`src/rtl/l2_seq_pkg.sv`:
```
// l2_seq_pkg: sequencer state encoding, ASCII constants and the lowercase-hex test
package l2_seq_pkg;
   typedef enum logic [3:0] {S_OP1, S_OPR, S_OP2, S_EQ, S_ISSUE, S_WAIT, S_RES, S_CR, S_LF} state_t;
   localparam logic [7:0] CH_PLUS  = 8'h2B;
   localparam logic [7:0] CH_MINUS = 8'h2D;
   localparam logic [7:0] CH_EQ    = 8'h3D;
   localparam logic [7:0] CH_CR    = 8'h0D;
   localparam logic [7:0] CH_LF    = 8'h0A;
   localparam logic [7:0] CH_SP    = 8'h20;
   localparam logic [7:0] CH_ERR   = 8'h3F;
   localparam logic [7:0] CH_TMO   = 8'h21;
   function automatic logic is_hex_lc(input logic [7:0] c);
      return (c >= 8'h30 && c <= 8'h39) || (c >= 8'h61 && c <= 8'h66);
   endfunction
endpackage

```
`src/rtl/l2_tx_byte_port.sv`:
```
// l2_tx_byte_port: one-byte holding register towards the UART transmitter
// ports: i_load/i_data load a byte; o_valid/o_data/i_ready form the valid/ready
// handshake; o_busy is high while a byte is held and not yet accepted.
module l2_tx_byte_port (
   input  logic       i_clk_in,
   input  logic       i_rst_n,
   input  logic       i_load,
   input  logic [7:0] i_data,
   input  logic       i_ready,
   output logic       o_valid,
   output logic [7:0] o_data,
   output logic       o_busy
);
   logic       r_valid;
   logic [7:0] r_data;
   always_ff @(posedge i_clk_in or negedge i_rst_n) begin
      if (!i_rst_n) begin
         r_valid <= 1'b0;
         r_data  <= 8'h00;
      end else if (i_load) begin
         r_valid <= 1'b1;
         r_data  <= i_data;
      end else if (r_valid && i_ready) begin
         r_valid <= 1'b0;
      end
   end
   assign o_valid = r_valid;
   assign o_data  = r_data;
   assign o_busy  = r_valid;
endmodule

```
`src/rtl/l2_expr_sequencer.sv`:
```
// l2_expr_sequencer: parses "<hex><op><hex>=" from UART RX, drives the ASCII adder, returns result+CR/LF
// ports: i_rx_data/i_rx_valid RX byte stream; o_r1/o_r2/o_substract_signal/o_data_rdy
// adder operands and issue pulse; i_adder_data/i_adder_rdy adder result; o_tx_data/
// o_tx_valid/i_tx_ready TX handshake; o_busy high outside S_OP1.
module l2_expr_sequencer
   import l2_seq_pkg::*;
#(
   parameter int TIMEOUT_CYCLES = 16
) (
   input  logic       i_clk_in,
   input  logic       i_rst_n,
   input  logic [7:0] i_rx_data,
   input  logic       i_rx_valid,
   output logic [7:0] o_r1,
   output logic [7:0] o_r2,
   output logic       o_substract_signal,
   output logic       o_data_rdy,
   input  logic [7:0] i_adder_data,
   input  logic       i_adder_rdy,
   output logic [7:0] o_tx_data,
   output logic       o_tx_valid,
   input  logic       i_tx_ready,
   output logic       o_busy
);
   localparam logic [7:0] LP_TMO = 8'(TIMEOUT_CYCLES);
   state_t     r_state, w_next;
   logic [7:0] r_r1, r_r2, r_resp, r_cnt, w_tx_d;
   logic       r_sub;
   logic       w_rx, w_hex, w_err, w_lat1, w_lat2, w_latop, w_load, w_tx_busy, w_done, w_tx_st;
   assign w_rx    = i_rx_valid && (i_rx_data != CH_SP);
   assign w_hex   = is_hex_lc(i_rx_data);
   assign w_done  = o_tx_valid && i_tx_ready;
   assign w_tx_st = (r_state == S_RES) || (r_state == S_CR) || (r_state == S_LF);
   // each TX state loads its byte once the port is empty and advances on the handshake
   assign w_load  = w_tx_st && !w_tx_busy;
   assign w_tx_d  = (r_state == S_RES) ? r_resp : (r_state == S_CR) ? CH_CR : CH_LF;
   always_ff @(posedge i_clk_in or negedge i_rst_n) begin
      if (!i_rst_n) r_state <= S_OP1;
      else r_state <= w_next;
   end
   always_comb begin
      w_next  = r_state;
      w_err   = 1'b0;
      w_lat1  = 1'b0;
      w_lat2  = 1'b0;
      w_latop = 1'b0;
      case (r_state)
         S_OP1: if (w_rx) begin
            w_lat1 = w_hex;
            w_err  = !w_hex;
            w_next = w_hex ? S_OPR : S_RES;
         end
         S_OPR: if (w_rx) begin
            w_latop = (i_rx_data == CH_PLUS) || (i_rx_data == CH_MINUS);
            w_err   = !w_latop;
            w_next  = w_latop ? S_OP2 : S_RES;
         end
         S_OP2: if (w_rx) begin
            w_lat2 = w_hex;
            w_err  = !w_hex;
            w_next = w_hex ? S_EQ : S_RES;
         end
         S_EQ: if (w_rx) begin
            w_err  = !((i_rx_data == CH_EQ) || (i_rx_data == CH_CR));
            w_next = w_err ? S_RES : S_ISSUE;
         end
         S_ISSUE: w_next = S_WAIT;
         S_WAIT:  if (i_adder_rdy || r_cnt == 8'd0) w_next = S_RES;
         S_RES:   if (w_done) w_next = S_CR;
         S_CR:    if (w_done) w_next = S_LF;
         S_LF:    if (w_done) w_next = S_OP1;
         default: w_next = S_OP1;
      endcase
   end
   always_ff @(posedge i_clk_in or negedge i_rst_n) begin
      if (!i_rst_n) begin
         r_r1   <= 8'h30;
         r_r2   <= 8'h30;
         r_sub  <= 1'b0;
         r_resp <= CH_ERR;
         r_cnt  <= 8'd0;
      end else begin
         if (w_lat1) r_r1 <= i_rx_data;
         if (w_lat2) r_r2 <= i_rx_data;
         if (w_latop) r_sub <= (i_rx_data == CH_MINUS);
         // while waiting the response tracks rdy/timeout; only the value at exit matters
         if (w_err) r_resp <= CH_ERR;
         else if (r_state == S_WAIT) r_resp <= i_adder_rdy ? i_adder_data : CH_TMO;
         if (r_state == S_ISSUE) r_cnt <= LP_TMO;
         else if (r_state == S_WAIT && r_cnt != 8'd0) r_cnt <= r_cnt - 8'd1;
      end
   end
   l2_tx_byte_port u_tx (
      .i_clk_in (i_clk_in),
      .i_rst_n  (i_rst_n),
      .i_load   (w_load),
      .i_data   (w_tx_d),
      .i_ready  (i_tx_ready),
      .o_valid  (o_tx_valid),
      .o_data   (o_tx_data),
      .o_busy   (w_tx_busy)
   );
   assign o_r1               = r_r1;
   assign o_r2               = r_r2;
   assign o_substract_signal = r_sub;
   assign o_data_rdy         = (r_state == S_ISSUE);
   assign o_busy             = (r_state != S_OP1);
endmodule

```
`config.mk`:
```
export PLATFORM = sky130hd
export DESIGN_NAME = l2_expr_sequencer
export DESIGN_NICKNAME = d
export VERILOG_FILES = /design/src/rtl/l2_seq_pkg.sv /design/src/rtl/l2_tx_byte_port.sv /design/src/rtl/l2_expr_sequencer.sv
export SDC_FILE = /design/constraint.sdc
export NUM_CORES = 1
export LEC_CHECK = 0
export CORE_MARGIN = 1.5
export CORE_UTILIZATION = 55
export DETAILED_ROUTE_END_ITERATION = 8
export GPL_TIMING_DRIVEN = 0
export MAX_ROUTING_LAYER = met4
export PLACE_DENSITY = 0.87
export RECOVER_POWER = 25
export SKIP_LAST_GASP = 1
export SYNTH_ARGS = -nofsm -noshare
export SYNTH_HDL_FRONTEND = slang
export SYNTH_HIERARCHICAL = 1
export SYNTH_SLANG_ARGS = --single-unit
```
`constraint.sdc`:
```
create_clock -name i_clk_in -period 5.1 [get_ports i_clk_in]
set_input_delay 1.275 -clock i_clk_in [delete_from_list [all_inputs] [get_ports i_clk_in]]
set_output_delay 1.275 -clock i_clk_in [all_outputs]
set_load 0.01 [all_outputs]
```
### Word-level counts from Yosys, hierarchy flattened

Cells that the tools add are included.

| operators by class | value |
|---|---|
| $add $sub $neg | 1 |
| multipliers | 0 |
| divide/modulo/power cells | 0 |
| $lt $le $gt $ge | 4 |
| eq/ne operators | 21 |
| shift operators | 0 |
| muxes and demuxes | 31 |
| bitwise gates (word level) | 0 |
| reductions and logical operators | 25 |

Operators by type and width:

| cell | number |
|---|---|
| $mux 8 | 6 |
| $pmux 4 s9 | 1 |
| $mux 4 | 8 |
| $eq 8x6->1 const B | 3 |
| $eq 4x3->1 const B | 4 |
| $ne 2x2->1 const B | 8 |
| $mux 3 | 4 |
| $mux 1 | 10 |
| $eq 4x2->1 const B | 2 |
| $eq 8x4->1 const B | 1 |
| $ge 8x6->1 const B | 1 |
| $ge 8x7->1 const B | 1 |
| $le 8x6->1 const B | 1 |
| $le 8x7->1 const B | 1 |
| $logic_not 8->1 | 1 |
| $ne 8x6->1 const B | 1 |
| $reduce_and 8->1 | 1 |
| $reduce_bool 8->1 | 1 |
| $sub 8x1->8 const B | 1 |
| $logic_and 1x1->1 | 6 |
| $logic_or 1x1->1 | 6 |
| $reduce_bool 2->1 | 3 |
| $eq 4x1->1 const B | 1 |
| $eq 4x4->1 const B | 1 |
| other kinds (6) | 9 |

| storage, ports and cells | value |
|---|---|
| flip-flop bits (word level) | 46 |
| bits in latches | 0 |
| bits in writable memories | 0 |
| memory bits (read-only) | 0 |
| input bits | 21 |
| output and inout port bits | 28 |
| logic and storage cells | 90 |
| memories kept | 0 |

### Depth between registers and ports, before layout

| depth | value |
|---|---|
| depth in word-level cells | 7 |
| mapped depth | 7 |
| mapped depth without buffers | 7 |

### Cells and area by module

The synthesis kept the hierarchy.

By module, submodules not included:

| module | instances | cells each | area each (sq um) | sequential area each (sq um) |
|---|---|---|---|---|
| l2_expr_sequencer | 1 | 196 | 1,973.1 | 938.4 |
| l2_tx_byte_port | 1 | 21 | 376.6 | 225.2 |

### Least setup slack after synthesis

OpenSTA, ideal clock, no wires.

| timing | value |
|---|---|
| path type | in2reg |
| start | input i_rx_data[4] |
| end | register r_r2[0] (netlist: o_r2[0]) |
| setup time | 125 ps |
| data arrival time | 2,778 ps |
| required time | 4,975 ps |
| setup slack | 2,197 ps |
| cell stages on the path | 6 |
| path buffers | 1 |
| cells stage by stage | buf_2 or4b_1 o21ai_2 nor4_4 nand4_2 mux2_2 |

| on the way | value |
|---|---|
| longest elaborated chain between the ends | 5 |
| elaborated cells between the ends (all ways) | 11 |
| those cells by class | order compare (4); eq/ne (1); mux (2); reduce/logical (4) |

RTL lines:

| element | RTL line | RTL |
|---|---|---|
| start: declaration | l2_expr_sequencer.sv:12 | `input logic [7:0] i_rx_data,` |
| $ge 8x6->1, or another cell as far along | l2_seq_pkg.sv:13 | `return (c >= 8'h30 && c <= 8'h39) \|\| (c >= 8'h61 && c <= 8'h66);` |
| $logic_and 1x1->1 | l2_seq_pkg.sv:13 |  |
| $logic_or 1x1->1 | l2_seq_pkg.sv:13 |  |
| $mux 1 (*) | l2_expr_sequencer.sv:58 | `S_OP2: if (w_rx) begin` |
| $mux 1 (*) | l2_expr_sequencer.sv:47 | `case (r_state)` |
| end signal: assignment | l2_expr_sequencer.sv:84 | `if (w_lat2) r_r2 <= i_rx_data;` |
| end: declaration | l2_expr_sequencer.sv:27 | `logic [7:0] r_r1, r_r2, r_resp, r_cnt, w_tx_d;` |

Mark *: on every way between the ends. The rest lies on a longest branch, timed or not.
A chain may end at the register's enable or synchronous reset.

### Final worst setup path

| timing | value |
|---|---|
| start | register r_state[2] |
| end | output o_data_rdy |

| on the way | value |
|---|---|
| longest elaborated chain between the ends | 1 |

RTL lines:

| element | RTL line | RTL |
|---|---|---|
| start: declaration | l2_expr_sequencer.sv:26 | `state_t r_state, w_next;` |
| start signal: assignment | l2_expr_sequencer.sv:39 | `else r_state <= w_next;` |
| $eq 4x3->1 | l2_expr_sequencer.sv:106 | `assign o_data_rdy = (r_state == S_ISSUE);` |
| end: declaration | l2_expr_sequencer.sv:17 | `output logic o_data_rdy,` |

Every way passes these cells.

==> metrics.txt <==
Mean Syn Cell Area=10.8 um2; reg2reg end=r_state[0]; Max Slew Vio Count=0; XOR/XNOR share of the synthesized area=0.0224; Ys Warns=6; Slew headroom=0.0488; clk root buf=clkbuf_8; initial cell density of the core=0.579; Syn Inst Count=217; crit path buf inv count=3; Reg-to-Reg Start=r_cnt[5]; antenna-violating nets left=0; Comb power frac=0.456; Netlist cell types=54; DRC=0; simple-gate area share of the yosys netlist=0.212; Seq pwr share=0.370; type of origin of the critical path=flop; Synth async-reset ratio=1.00; Pint=1.04 mW; Leak=1.30 nW; Arr. time, crit path=2.28 ns; Port Buffer Count=46; skew final=0.00666 ns; # diodes=0; fraction of layout cells with a size suffix above 1=0.188; Setup Buffers After CTS=0; drt first pass iters=4; total grt overflow=0; Post-Synth Adder-Cell Area=0.0106; area grow syn2layout=26.9%; VDD IR-drop max=0.276 mV; DR WL/cell=15.5 um; top_reg_cell synth=dfrtp_1; die area=4670 um2; net switching power=0.561 mW; syn nets=240; largest family of logic cells by synthesized area=simple AND/OR/NAND/NOR gates; # nets final=294; worst-margin pin slew=1.43 ns; Finished Core Util=0.735; Hold Path End=r_resp[4]; Final GP Congestion=0.851; mux cell area share after synthesis=0.126; clock tree from TritonCTS=built; Sink Count=46; Cell Pwr Density=536 nW/um2; FF-to-FF path depth=5; die height=68.4 um; Hold Crit Start=r_resp[4]; crit path time final=3.55 ns; Worst path max stage delay=0.56 ns; final number of setup-violating endpoints=0; Starting DRT DRC Count=103; Hold WS=0.495 ns; io pins=49; clock network power share=0.174; CTS resizes=0; FMAX=281 MHz; crit share post-route=0.697; Synth Register Bits=46; worst path cell trace=clkbuf_1 > nor2b_1 > nand2_1 > inv_1 > clkdlybuf4s50_1; Row Count=23; CTS Hold Buffers Added=0; Crit path max-delay family=buffers and inverters; reg2reg setup slack=3.06 ns; Compound-Gate Fraction of Synth Area=0.0990; vias=1815; first-pass GRT wire length=8200 um; switching portion of total power=0.351; vias in the first global route=1820; Hold Vio Cnt, Final=0; Clock Latency Late Sink=0.31 ns; Req. time, crit path=3.83 ns; initial antenna violation count=0; DP Wirelength=3580 um; largest net degree at the start of global routing=29; status=complete, no violations; Synth Cell Area=2350 um2; Hold Path Cell Cnt=2; CP Class=reg -> out; Fin Setup TNS=0 ns; Min-Delay Path Class=reg -> reg; Worst-path clk slew=0.09 ns; sequential-to-total area share from yosys stat=0.495; vias per inst=5.64; core area=4060 um2; Total Routed Length=4990 um; CP Max Fanout=9; max-cap viol count=0; CP endpoint kind=output pin; clk buf depth=2; chip width=68.4 um; GRT Total Usage=0.241; Fillers=289; CP max stage cell=clkdlybuf4s50_1; RSZ-0062 raised after global routing=no; EDFF count, synth=0; H-tree Lvls=2; total CTS buffers=5
[final cells by class]
class	instances	area, um2	share of cell area
multi-input combinational	153	1100	0.370
sequential	46	1160	0.390
timing repair buffer	47	458	0.154
tap	50	62.6	0.0210
buffer	9	47.5	0.0159
clock buffer	5	68.8	0.0231
inverter	9	33.8	0.0113
clock inverter	3	43.8	0.0147
[worst min-delay path, delay by kind of cell (launching register included)]
kind | cells | cell delay (ns)
and+or+nand+nor | 2 | 0.11
DFF | 1 | 0.38
[power groups by stage]
stage | Clock [mW] | Sequential, mW | Combinational (mW)
final | 0.279 | 0.591 | 0.729
after global routing | 0.292 | 0.609 | 0.802
after floorplan | 0 | 0.611 | 0.449
after CTS | 0.279 | 0.591 | 0.733
after detailed placement | 0 | 0.597 | 0.723
after global placement | 0 | 0.591 | 0.702
[through the flow]
| step | power, mW | instance area [um2] | cells | setup WS, ns |
|---|---|---|---|---|
| after floorplan | 1.06 | 2350 | 217 | 2.20 |
| after global placement | 1.29 | 2870 | 313 | 1.57 |
| after detailed placement | 1.32 | 2890 | 314 | 1.61 |
| after CTS | 1.60 | 3000 | 322 | 1.56 |
| after global routing | 1.70 | 2980 | 322 | 1.36 |
| final | 1.60 | 2980 | 322 | 1.55 |
[cell usage after synthesis (3+ instances only)]
cell type / n / share of area
mux2_4: 8 / 0.051
xnor2_1: 4 / 0.015
nand2b_1: 5 / 0.013
inv_1: 9 / 0.014
clkbuf_1: 5 / 0.0080
nand2_1: 22 / 0.035
nor4_1: 3 / 0.0080
o21ai_0: 7 / 0.015
dfstp_2: 10 / 0.11
mux2_2: 12 / 0.058
mux2i_1: 3 / 0.013
a21oi_1: 3 / 0.0064
or3_1: 5 / 0.013
dfrtp_1: 36 / 0.38
nor2_1: 15 / 0.024
nor3_1: 4 / 0.0085
nand3_1: 15 / 0.032
and2_1: 7 / 0.019
[sequential cells by signal (all words and copies together) (netlist names)]
signal              flops
u_tx/o_data             8
o_r2                    8
r_cnt                   8
r_resp                  8
r_state                 4
u_tx/o_busy             1
o_substract_signal      1
o_r1                    8
[worst max path at each step]
| stage | from | to | slack (ns) | depth (start not counted) |
|---|---|---|---|---|
| final | r_state[2] | o_data_rdy | 1.55 | 5 |
| after global routing | r_state[2] | o_data_rdy | 1.36 | 5 |
| after CTS | r_state[2] | o_data_rdy | 1.56 | 5 |
| after detailed placement | i_rx_data[6] | o_r2[1] | 1.61 | 6 |
| after global placement | i_rst_n | u_tx/o_data[7] | 1.57 | 1 |
| after floorplan | i_rx_data[4] | o_r2[0] | 2.20 | 6 |
[placed cells by master, fill, tap and decap left out, types with 2 or more instances in the layout]
master | Yosys | routed
clkdlybuf4s50_1 | 0 | 45
dfrtp_1 | 36 | 36
nand2_1 | 22 | 22
nor2_1 | 15 | 15
nand3_1 | 15 | 15
mux2_2 | 12 | 12
dfstp_2 | 10 | 10
inv_1 | 9 | 9
mux2_4 | 8 | 8
clkbuf_1 | 5 | 7
and2_1 | 7 | 7
o21ai_0 | 7 | 7
nand2b_1 | 5 | 5
or3_1 | 5 | 5
clkbuf_8 | 0 | 5
xnor2_1 | 4 | 4
nor3_1 | 4 | 4
a21oi_1 | 3 | 3
nor4_1 | 3 | 3
mux2i_1 | 3 | 3
nor2b_1 | 2 | 2
nor4b_1 | 2 | 2
buf_2 | 2 | 2
o31ai_1 | 2 | 2
xor2_1 | 2 | 2
o31a_1 | 2 | 2
a21boi_0 | 2 | 2
ha_1 | 2 | 2
[metal layers]
layer / track usage / routed length (um) / part of all wire
met1: 0.299 / 2200 / 0.44
met2: 0.394 / 2470 / 0.49
met3: 0.0510 / 238 / 0.048
met4: 0.0775 / 81 / 0.016
met5: - / 0 / 0
[cell families after synthesis]
family / count (synthesis)
flip-flops: 46
adder cells (fa/ha/maj): 2
AO/OA/AOI/OAI: 31
AND/OR/NAND/NOR: 90
buffers and inverters: 18
multiplexers: 24
XOR/XNOR: 6
No activity file was read; power rests on OpenSTA's default activity.
